## src/rtl/contador_btn_ctrl_pkg.sv

```systemverilog
// Shared definitions for the counter button front-end: debounce FSM state
// encodings and default timing values.
package contador_btn_ctrl_pkg;

  typedef enum logic [1:0] {
    ST_IDLE      = 2'd0,
    ST_DEB_PRESS = 2'd1,
    ST_PRESSED   = 2'd2,
    ST_DEB_REL   = 2'd3
  } btn_state_t;

  localparam int DEF_DEB_CYCLES = 4;
  localparam int DEF_REP_DELAY  = 16;
  localparam int DEF_REP_PERIOD = 4;

endpackage

```

## src/rtl/contador_btn_ctrl_if.sv

```systemverilog
// Button/step bundle between the board-side driver and the button sequencer.
// master: drives raw buttons and enable; slave: the sequencer producing steps.
interface contador_btn_ctrl_if;

  logic btn_up;
  logic btn_down;
  logic enable;
  logic step_up;
  logic step_down;
  logic conflict;
  logic up_held;
  logic down_held;

  modport master (
    output btn_up, btn_down, enable,
    input  step_up, step_down, conflict, up_held, down_held
  );

  modport slave (
    input  btn_up, btn_down, enable,
    output step_up, step_down, conflict, up_held, down_held
  );

endinterface

```

## src/rtl/contador_btn_ctrl_btn_debounce.sv

```systemverilog
// One pushbutton channel: 2-flop synchroniser, debounce FSM and, when
// AUTO_REPEAT_EN is defined, auto-repeat while the button stays pressed.
// strobe is a registered one-cycle accept pulse; held is the debounced level.
module btn_debounce
  import contador_btn_ctrl_pkg::*;
#(
  parameter int DEB_CYCLES = DEF_DEB_CYCLES,
  parameter int REP_DELAY  = DEF_REP_DELAY,
  parameter int REP_PERIOD = DEF_REP_PERIOD
) (
  input  logic clk,
  input  logic rst,
  input  logic btn,
  output logic strobe,
  output logic held
);

  localparam int CW = $clog2(DEB_CYCLES + 1);

  // Reject configurations the counters cannot honour.
  if (DEB_CYCLES < 1 || REP_PERIOD < 1 || REP_DELAY < 1) begin : g_bad_cfg
    $error("btn_debounce: DEB_CYCLES, REP_DELAY and REP_PERIOD must be >= 1");
  end

  logic          sync_p0;
  logic          sync_p1;
  btn_state_t    state;
  btn_state_t    state_nxt;
  logic [CW-1:0] cnt;
  logic [CW-1:0] cnt_nxt;
  logic          accept;
  logic          rep_fire;

  // Synchroniser: raw button -> sync_p0 -> sync_p1 (metastability guard).
  always_ff @(posedge clk or negedge rst) begin
    if (!rst) begin
      sync_p0 <= 1'b0;
      sync_p1 <= 1'b0;
    end else begin
      sync_p0 <= btn;
      sync_p1 <= sync_p0;
    end
  end

  // Debounce state and counter registers.
  always_ff @(posedge clk or negedge rst) begin
    if (!rst) begin
      state <= ST_IDLE;
      cnt   <= '0;
    end else begin
      state <= state_nxt;
      cnt   <= cnt_nxt;
    end
  end

  // Next-state: a level must be seen DEB_CYCLES times in a row to be taken;
  // the counter stops at its terminal value rather than wrapping.
  always_comb begin
    state_nxt = state;
    cnt_nxt   = cnt;
    accept    = 1'b0;
    case (state)
      ST_IDLE: begin
        if (sync_p1) begin
          if (DEB_CYCLES <= 1) begin
            state_nxt = ST_PRESSED;
            accept    = 1'b1;
          end else begin
            state_nxt = ST_DEB_PRESS;
            cnt_nxt   = CW'(1);
          end
        end
      end
      ST_DEB_PRESS: begin
        if (!sync_p1) begin
          state_nxt = ST_IDLE;
          cnt_nxt   = '0;
        end else if (cnt >= CW'(DEB_CYCLES - 1)) begin
          state_nxt = ST_PRESSED;
          cnt_nxt   = '0;
          accept    = 1'b1;
        end else begin
          cnt_nxt = cnt + CW'(1);
        end
      end
      ST_PRESSED: begin
        if (!sync_p1) begin
          if (DEB_CYCLES <= 1) begin
            state_nxt = ST_IDLE;
          end else begin
            state_nxt = ST_DEB_REL;
            cnt_nxt   = CW'(1);
          end
        end
      end
      ST_DEB_REL: begin
        if (sync_p1) begin
          state_nxt = ST_PRESSED;
          cnt_nxt   = '0;
        end else if (cnt >= CW'(DEB_CYCLES - 1)) begin
          state_nxt = ST_IDLE;
          cnt_nxt   = '0;
        end else begin
          cnt_nxt = cnt + CW'(1);
        end
      end
      default: begin
        state_nxt = ST_IDLE;
        cnt_nxt   = '0;
      end
    endcase
  end

`ifdef AUTO_REPEAT_EN
  localparam int RMAX = (REP_DELAY > REP_PERIOD) ? REP_DELAY : REP_PERIOD;
  localparam int RW   = $clog2(RMAX + 1);

  logic [RW-1:0] rep_cnt;
  logic          rep_phase;
  logic          rep_active;

  // Repeat timer only runs while the button stays pressed.
  assign rep_active = (state == ST_PRESSED) && sync_p1;
  assign rep_fire   = rep_active &&
                      (rep_phase ? (rep_cnt == RW'(REP_PERIOD - 1))
                                 : (rep_cnt == RW'(REP_DELAY - 1)));

  // Initial delay phase, then periodic phase; cleared on leaving PRESSED.
  always_ff @(posedge clk or negedge rst) begin
    if (!rst) begin
      rep_cnt   <= '0;
      rep_phase <= 1'b0;
    end else if (!rep_active) begin
      rep_cnt   <= '0;
      rep_phase <= 1'b0;
    end else if (rep_fire) begin
      rep_cnt   <= '0;
      rep_phase <= 1'b1;
    end else begin
      rep_cnt <= rep_cnt + RW'(1);
    end
  end
`else
  assign rep_fire = 1'b0;
`endif

  // Accept/repeat strobe register.
  always_ff @(posedge clk or negedge rst) begin
    if (!rst) begin
      strobe <= 1'b0;
    end else begin
      strobe <= accept | rep_fire;
    end
  end

  assign held = (state == ST_PRESSED) || (state == ST_DEB_REL);

endmodule

```

## src/rtl/contador_btn_ctrl.sv

```systemverilog
// Front-end sequencer for the 4-bit up/down counter: debounces the UP/DOWN
// buttons, arbitrates simultaneous accepts and emits registered one-cycle
// step pulses. Optional auto-repeat is enabled with the AUTO_REPEAT_EN macro.
module contador_btn_ctrl
  import contador_btn_ctrl_pkg::*;
#(
  parameter int DEB_CYCLES = DEF_DEB_CYCLES,
  parameter int REP_DELAY  = DEF_REP_DELAY,
  parameter int REP_PERIOD = DEF_REP_PERIOD
) (
  input logic                clk,
  input logic                rst,
  contador_btn_ctrl_if.slave bus
);

  logic up_strobe;
  logic up_level;
  logic down_strobe;
  logic down_level;
  logic step_up_p0;
  logic step_down_p0;
  logic conflict_p0;
  logic up_held_p0;
  logic down_held_p0;

  btn_debounce #(
    .DEB_CYCLES (DEB_CYCLES),
    .REP_DELAY  (REP_DELAY),
    .REP_PERIOD (REP_PERIOD)
  ) u_up (
    .clk    (clk),
    .rst    (rst),
    .btn    (bus.btn_up),
    .strobe (up_strobe),
    .held   (up_level)
  );

  btn_debounce #(
    .DEB_CYCLES (DEB_CYCLES),
    .REP_DELAY  (REP_DELAY),
    .REP_PERIOD (REP_PERIOD)
  ) u_down (
    .clk    (clk),
    .rst    (rst),
    .btn    (bus.btn_down),
    .strobe (down_strobe),
    .held   (down_level)
  );

  // Arbiter + enable gate: a tie drops both steps and flags a conflict,
  // which is reported even while stepping is disabled.
  always_ff @(posedge clk or negedge rst) begin
    if (!rst) begin
      step_up_p0   <= 1'b0;
      step_down_p0 <= 1'b0;
      conflict_p0  <= 1'b0;
      up_held_p0   <= 1'b0;
      down_held_p0 <= 1'b0;
    end else begin
      step_up_p0   <= bus.enable & up_strobe & ~down_strobe;
      step_down_p0 <= bus.enable & down_strobe & ~up_strobe;
      conflict_p0  <= up_strobe & down_strobe;
      up_held_p0   <= up_level;
      down_held_p0 <= down_level;
    end
  end

  assign bus.step_up   = step_up_p0;
  assign bus.step_down = step_down_p0;
  assign bus.conflict  = conflict_p0;
  assign bus.up_held   = up_held_p0;
  assign bus.down_held = down_held_p0;

endmodule
```

## src/flat_wrapper.sv

```systemverilog
// flat-port wrapper written by rule: the top's interface ports become plain ports
module contador_btn_ctrl_flat import contador_btn_ctrl_pkg::*;
#(
  parameter int DEB_CYCLES = DEF_DEB_CYCLES,
  parameter int REP_DELAY  = DEF_REP_DELAY,
  parameter int REP_PERIOD = DEF_REP_PERIOD
)
  (clk, rst, bus_btn_up, bus_btn_down, bus_enable, bus_step_up, bus_step_down, bus_conflict, bus_up_held, bus_down_held);
  contador_btn_ctrl_if bus_i ();
  input logic clk;
  input logic rst;
  input wire logic [$bits(bus_i.btn_up)-1:0] bus_btn_up;
  input wire logic [$bits(bus_i.btn_down)-1:0] bus_btn_down;
  input wire logic [$bits(bus_i.enable)-1:0] bus_enable;
  output wire logic [$bits(bus_i.step_up)-1:0] bus_step_up;
  output wire logic [$bits(bus_i.step_down)-1:0] bus_step_down;
  output wire logic [$bits(bus_i.conflict)-1:0] bus_conflict;
  output wire logic [$bits(bus_i.up_held)-1:0] bus_up_held;
  output wire logic [$bits(bus_i.down_held)-1:0] bus_down_held;
  assign bus_i.btn_up = bus_btn_up;
  assign bus_i.btn_down = bus_btn_down;
  assign bus_i.enable = bus_enable;
  assign bus_step_up = bus_i.step_up;
  assign bus_step_down = bus_i.step_down;
  assign bus_conflict = bus_i.conflict;
  assign bus_up_held = bus_i.up_held;
  assign bus_down_held = bus_i.down_held;
  contador_btn_ctrl #(.DEB_CYCLES(DEB_CYCLES), .REP_DELAY(REP_DELAY), .REP_PERIOD(REP_PERIOD)) u_core (.clk(clk), .rst(rst), .bus(bus_i));
endmodule
```

## config.mk

```make
export PLATFORM = sky130hd
export DESIGN_NAME = contador_btn_ctrl_flat
export DESIGN_NICKNAME = d
export VERILOG_FILES = /design/src/rtl/contador_btn_ctrl_pkg.sv /design/src/rtl/contador_btn_ctrl_if.sv /design/src/rtl/contador_btn_ctrl_btn_debounce.sv /design/src/rtl/contador_btn_ctrl.sv /design/src/flat_wrapper.sv
export SDC_FILE = /design/constraint.sdc
export NUM_CORES = 1
export LEC_CHECK = 0
export BUFFER_PORTS_ARGS = -buffer_cell sky130_fd_sc_hd__buf_2
export CAP_MARGIN = 15
export CORE_UTILIZATION = 48
export DETAILED_ROUTE_END_ITERATION = 10
export HOLD_SLACK_MARGIN = 0.1
export MAX_ROUTING_LAYER = met4
export PLACE_DENSITY_LB_ADDON = 0.1
export SLEW_MARGIN = 40
export SYNTH_ARGS = -nofsm -noshare
export SYNTH_HDL_FRONTEND = slang
export SYNTH_SLANG_ARGS = --single-unit
```

## constraint.sdc

```tcl
create_clock -name clk -period 1.5 [get_ports clk]
set_input_delay 0 -clock clk [delete_from_list [all_inputs] [get_ports clk]]
set_output_delay 0 -clock clk [all_outputs]
set_load 0.02 [all_outputs]
```

==> results.sh, run 1 <==
export IMPL_status="finished, violations left"
export IMPL_violations="setup timing"
export IMPL_synth_cell_type_count=19
export IMPL_ys_seq_elements=21
export IMPL_yosys_warnings=0
export IMPL_mostFrequentLayoutCells="dfrtp_1, buf_2, buf_4, nor2_1"
export IMPL_ctsRootBufferMaster="clkbuf_4"
export IMPL_use_met2_pct=23.3
export IMPL_cp_end_kind="flop"
export IMPL_clk_pin_slew_ps=110
export IMPL_cts_tree="yes"
export IMPL_cp_data_required_time_ps=1690
export IMPL_power_density_nw_per_um2=1740
export IMPL_finalCritPeriodShare_pct=104
export IMPL_clock_fmax_ghz=0.641
export IMPL_place_ws_ps=-27.9
export IMPL_fin_nets=94
export IMPL_grt_pass1_wl_um=2090
export IMPL_cp_start_kind="flop"
export IMPL_worst_ep_arrival_time_ps=1750
export IMPL_timing_critical_path_from="u_core.u_up.cnt[1]"
export IMPL_coreArea_um2=1540
export IMPL_slew_headroom_pct=70.2
export IMPL_hold_viol=0
export IMPL_synth_seq_area_share_pct=64.9
export IMPL_grt_usage_pct=16.6
export IMPL_period_needed_ps=1560
export IMPL_whs_ps=174
export IMPL_cap_violations=0
export IMPL_cts_made_buffers=3
export IMPL_grt_max_degree=22
export IMPL_initial_core_util_pct=52.5
export IMPL_drtAntennaViolNets=0
export IMPL_vias=529
export IMPL_avgSynthCellArea_um2=12.8
export IMPL_die_h_um=43.1
export IMPL_r2r_start="u_core.u_up.cnt[1]"
export IMPL_port_buffers=9
export IMPL_antenna_found_initial=0
export IMPL_cts_sinks=21
export IMPL_hold_class="in -> async"
export IMPL_grt_use_met1_pct=20.7
export IMPL_fin_worst_skew_ps=2.36
export IMPL_met3_usage_pct=5.11
export IMPL_ios=10
export IMPL_synth_fp_nets=72
export IMPL_clk_latency_ps=300
export IMPL_synthToLayoutAreaGrowth_pct=28.7
export IMPL_first_global_vias=506
export IMPL_die_area_um2=1850
export IMPL_final_common_cell="dfrtp_1"
export IMPL_worstMarginPinSlew_ps=447
export IMPL_drc_errors=0
export IMPL_busiest_layer="met2"
export IMPL_p_leak_nw=0.515
export IMPL_crit_type="reg -> reg"
export IMPL_wl_per_cell_um=12.5
export IMPL_critical_path_max_fanout=2
export IMPL_gp_congestion=0.765
export IMPL_via_per_inst=5.29
export IMPL_syn_cell_area_um2=810
export IMPL_wl_um=1250
export IMPL_cts_max_level=1
export IMPL_postSynthCellCount=63
export IMPL_finalMaxSlewViolations=0
export IMPL_rr_worst_depth=5
export IMPL_ir_drop_v=0.00136
export IMPL_setup_ws_ps=-59.9
export IMPL_clockBufferDepth=2
export IMPL_drt_iter0_markers=8
export IMPL_overflow=0
export IMPL_rsz0062_at_grt="yes"
export IMPL_antenna_cells=0
export IMPL_r2r_slack_ps=-60
export IMPL_setup_viol=1
export IMPL_drive_gt1_share_pct=33.3
export IMPL_drtPass1Iterations=4
export IMPL_row_count=14
export IMPL_die_w_um=43.1
## registers in the layout, summed over array words and instances, names as in the netlist, named ones only
| register | count |
|---|---|
| u_core.u_up.cnt | 3 |
| u_core.u_up.sync_p0 | 1 |
| u_core.bus.up_held | 1 |
| u_core.u_up.sync_p1 | 1 |
| u_core.bus.conflict | 1 |
| u_core.bus.down_held | 1 |
| u_core.u_up.state | 1 |
| u_core.u_down.sync_p0 | 1 |
| u_core.u_down.strobe | 1 |
| u_core.bus.step_up | 1 |
| u_core.bus.step_down | 1 |
| u_core.u_down.cnt | 3 |
| u_core.u_down.sync_p1 | 1 |
| u_core.u_up.strobe | 1 |
| u_core.u_down.state | 1 |
## layer usage
metal / up-vias / wire length [um]
met5: - / 0
met4: 0 / 30
met3: 4 / 33
met2: 10 / 565
met1: 263 / 619
li1: 252 / -
## worst max path at each step
stage,end
floorplan,flop
global placement,flop
detailed placement,flop
CTS,flop
global route,flop
finish,flop
## kinds of logic (layout without fill, tap and decap cells)
family	after synthesis	count (layout)	synth area share (%)
flip-flops	21	21	64.9
AND/OR/NAND/NOR	20	20	13.0
AO/OA/AOI/OAI	8	8	8.04
buffers and inverters	6	27	2.94
adder cells (fa/ha/maj)	4	4	6.18
XOR/XNOR	2	2	2.16
multiplexers	2	2	2.78
## worst max-delay path, stage by stage (launching register included)
cell and delay (ps):
dfrtp_1 400, ha_2 200, ha_4 160, a211oi_4 220
nand2b_4 180, mux2_4 290
## where the power goes
part	internal [W]	total [W]	switching [W]
logic	0.000382	0.000694	0.000313
clock network	0.000104	0.000263	0.000159
registers	0.000717	0.000853	0.000136
## metrics by stage
step / cell area (um^2) / setup TNS, ps / power, W / utilization [%] / instances
2_1_floorplan: 840 / 0 / 0.00126 / - / 63
3_3_place_gp: 926 / -34.0 / 0.00143 / 60.1 / 90
3_5_place_dp: 926 / -38.5 / 0.00144 / 60.1 / 90
4_1_cts: 1020 / -38.8 / 0.00177 / 66.0 / 99
5_1_grt: 1040 / -153 / 0.00194 / 67.6 / 100
6_report: 1040 / -59.9 / 0.00181 / 67.6 / 100
## area by class of cell
type,instances,area [um^2]
sequential,21,526
fill,117,499
multi-input combinational,36,325
timing repair buffer,19,130
clock buffer,4,26.3
tap,16,20.0
inverter,4,15.0
## Yosys cell counts, drive strengths merged
cell | count | area, um^2
mux2 | 2 | 22.5
ha | 4 | 50.1
clkbuf | 1 | 3.75
a211oi | 2 | 20.0
xor2 | 2 | 17.5
dfrtp | 21 | 526
nand2b | 3 | 18.8
nor2 | 5 | 18.8
a21oi | 2 | 10.0
o32ai | 2 | 17.5
nor3b | 2 | 15.0
and3 | 1 | 6.26
nand2 | 4 | 15.0
inv | 4 | 15.0
a22o | 2 | 17.5
and2 | 3 | 18.8
or3 | 2 | 12.5
buf | 1 | 5.00
## timing repair
action,in CTS,in global routing
hold endpoints to repair,25,0
endpoints found under the setup margin,2,2
hold buffers,4,0
pin swaps,0,3
gates resized for setup,3,2
buffers inserted,1,1
Note: power is estimated with default switching activity, not from simulation.
==> inputs of run 2 (changes only) <==
CTS_CLUSTER_DIAMETER = 50   (was default)
CTS_CLUSTER_SIZE = 20   (was default)
SKIP_CTS_REPAIR_TIMING = 1   (was default)
==> results.sh, run 2 (synthesized netlist as in run 1, its figures left out) <==
export IMPL_violations="setup timing"
export IMPL_first_global_vias=478
export IMPL_power_density_nw_per_um2=1730
export IMPL_cts_max_level=1
export IMPL_hold_viol=0
export IMPL_critical_path_max_fanout=2
export IMPL_p_clk_share_pct=14.4
export IMPL_mostFrequentLayoutCells="dfrtp_1, buf_2, nor2_1, buf_4"
export IMPL_initial_core_util_pct=52.5
export IMPL_switching_share_pct=33.3
export IMPL_worstMarginPinSlew_ps=443
export IMPL_overflow=0
export IMPL_clk_pin_slew_ps=100
export IMPL_cts_made_buffers=3
export IMPL_nFillCells=118
export IMPL_fin_worst_skew_ps=2.22
export IMPL_finalCritPeriodShare_pct=103
export IMPL_drive_gt1_share_pct=32.5
export IMPL_finalMaxSlewViolations=0
export IMPL_crit_type="reg -> reg"
export IMPL_fin_nets=93
export IMPL_r2r_start="u_core.u_up.cnt[1]"
export IMPL_status="finished, violations left"
export IMPL_path_delay_family="flip-flops"
export IMPL_setup_ws_ps=-47.5
export IMPL_ctsRootBufferMaster="clkbuf_4"
export IMPL_finalPower_w=0.00179
export IMPL_die_w_um=43.1
export IMPL_cap_violations=0
export IMPL_r2r_slack_ps=-50
export IMPL_internal_power_w=0.00119
export IMPL_hold_class="in -> async"
export IMPL_cp_data_required_time_ps=1690
export IMPL_combPwrFrac_pct=37.9
export IMPL_port_buffers=9
export IMPL_power_switching_w=0.000594
export IMPL_synthToLayoutAreaGrowth_pct=27.8
export IMPL_clk_latency_ps=290
export IMPL_drtAntennaViolNets=0
export IMPL_cts_tree="yes"
export IMPL_period_needed_ps=1550
export IMPL_worst_path_buf_inv=0
export IMPL_p_leak_nw=0.511
export IMPL_cpMaxStageDelayCell="dfrtp_1"
export IMPL_grt_usage_pct=16.1
export IMPL_cp_end_kind="flop"
export IMPL_slew_headroom_pct=70.5
export IMPL_clock_fmax_ghz=0.646
export IMPL_vias=515
export IMPL_rsz0062_at_grt="yes"
export IMPL_share_seq_of_total_power_pct=47.7
export IMPL_rr_worst_depth=5
export IMPL_grt_pass1_wl_um=2010
export IMPL_crit_chain="ha_2 -> ha_4 -> a211oi_4 -> nand2b_4 -> mux2_4"
export IMPL_coreArea_um2=1540
export IMPL_antenna_cells=0
export IMPL_antenna_found_initial=0
export IMPL_die_h_um=43.1
export IMPL_drc_errors=0
export IMPL_clockBufferDepth=2
export IMPL_wl_per_cell_um=12.1
export IMPL_via_per_inst=5.20
export IMPL_max_stage_delay_ps=400
export IMPL_fin_util_pct=67.1
export IMPL_worst_ep_arrival_time_ps=1740
export IMPL_ir_drop_v=0.00134
export IMPL_die_area_um2=1850
export IMPL_top_regs="u_core.u_down.cnt x3, u_core.u_up.cnt x3"
export IMPL_cts_sinks=21
export IMPL_drt_iter0_markers=6
export IMPL_row_count=14
export IMPL_cp_start_kind="flop"
export IMPL_setup_viol=1
export IMPL_wl_um=1200
export IMPL_final_common_cell="dfrtp_1"
export IMPL_drtPass1Iterations=4
export IMPL_gp_congestion=0.765
export IMPL_ios=10
export IMPL_grt_max_degree=22
run 2: cell types whose count changed in the layout (fill, tap and decap cells not counted):
| cell | delta |
|---|---|
| buf_4 | -1 |
run 2: worst max-delay path by stage:
| stage | cells past startpoint | endpoint | slack [ps] | startpoint |
|---|---|---|---|---|
| 2_1_floorplan | 5 | flop | 7 | u_core.u_up.cnt[0] |
| 3_3_place_gp | 5 | flop | -30 | u_core.u_up.cnt[0] |
| 3_5_place_dp | 5 | flop | -30 | u_core.u_up.cnt[0] |
| 4_1_cts | 5 | flop | -60 | u_core.u_up.cnt[0] |
| 5_1_grt | 5 | flop | -100 | u_core.u_up.cnt[1] |
| 6_report | 5 | flop | -50 | u_core.u_up.cnt[1] |
run 2: through the flow:
step	cells	hold WS, ps	area, um^2	setup TNS [ps]	setup WS [ps]
2_1_floorplan	63	-296	840	0	6.90
3_3_place_gp	90	-29.2	926	-34.0	-34.0
3_5_place_dp	90	-23.8	926	-38.5	-27.9
4_1_cts	94	-359	952	-92.0	-59.3
5_1_grt	99	207	1030	-160	-101
6_report	99	177	1030	-47.5	-47.5
run 2: layout make-up:
cell class              count  area, um^2  area share, %
flip-flops and latches     21         526           50.8
multi-input cells          36         325           31.4
inverters                   4        15.0           1.45
repair buffers             18         123           11.9
clock buffers               4        26.3           2.54
well taps                  16        20.0           1.93
run 2: metal layers:
layer  wire length, um  track usage, %
met1               589            20.5
met2               542            21.8
met3                33            5.11
met4                30            10.9
met5                 0               -
run 2: power groups by stage:
stage / logic (W) / registers [W] / clock network (W)
3_3_place_gp: 0.000577 / 0.000853 / 0
6_report: 0.000677 / 0.000851 / 0.000257
3_5_place_dp: 0.000584 / 0.000861 / 0
2_1_floorplan: 0.000369 / 0.000893 / 0
5_1_grt: 0.000753 / 0.000872 / 0.000298
4_1_cts: 0.000586 / 0.000849 / 0.000275
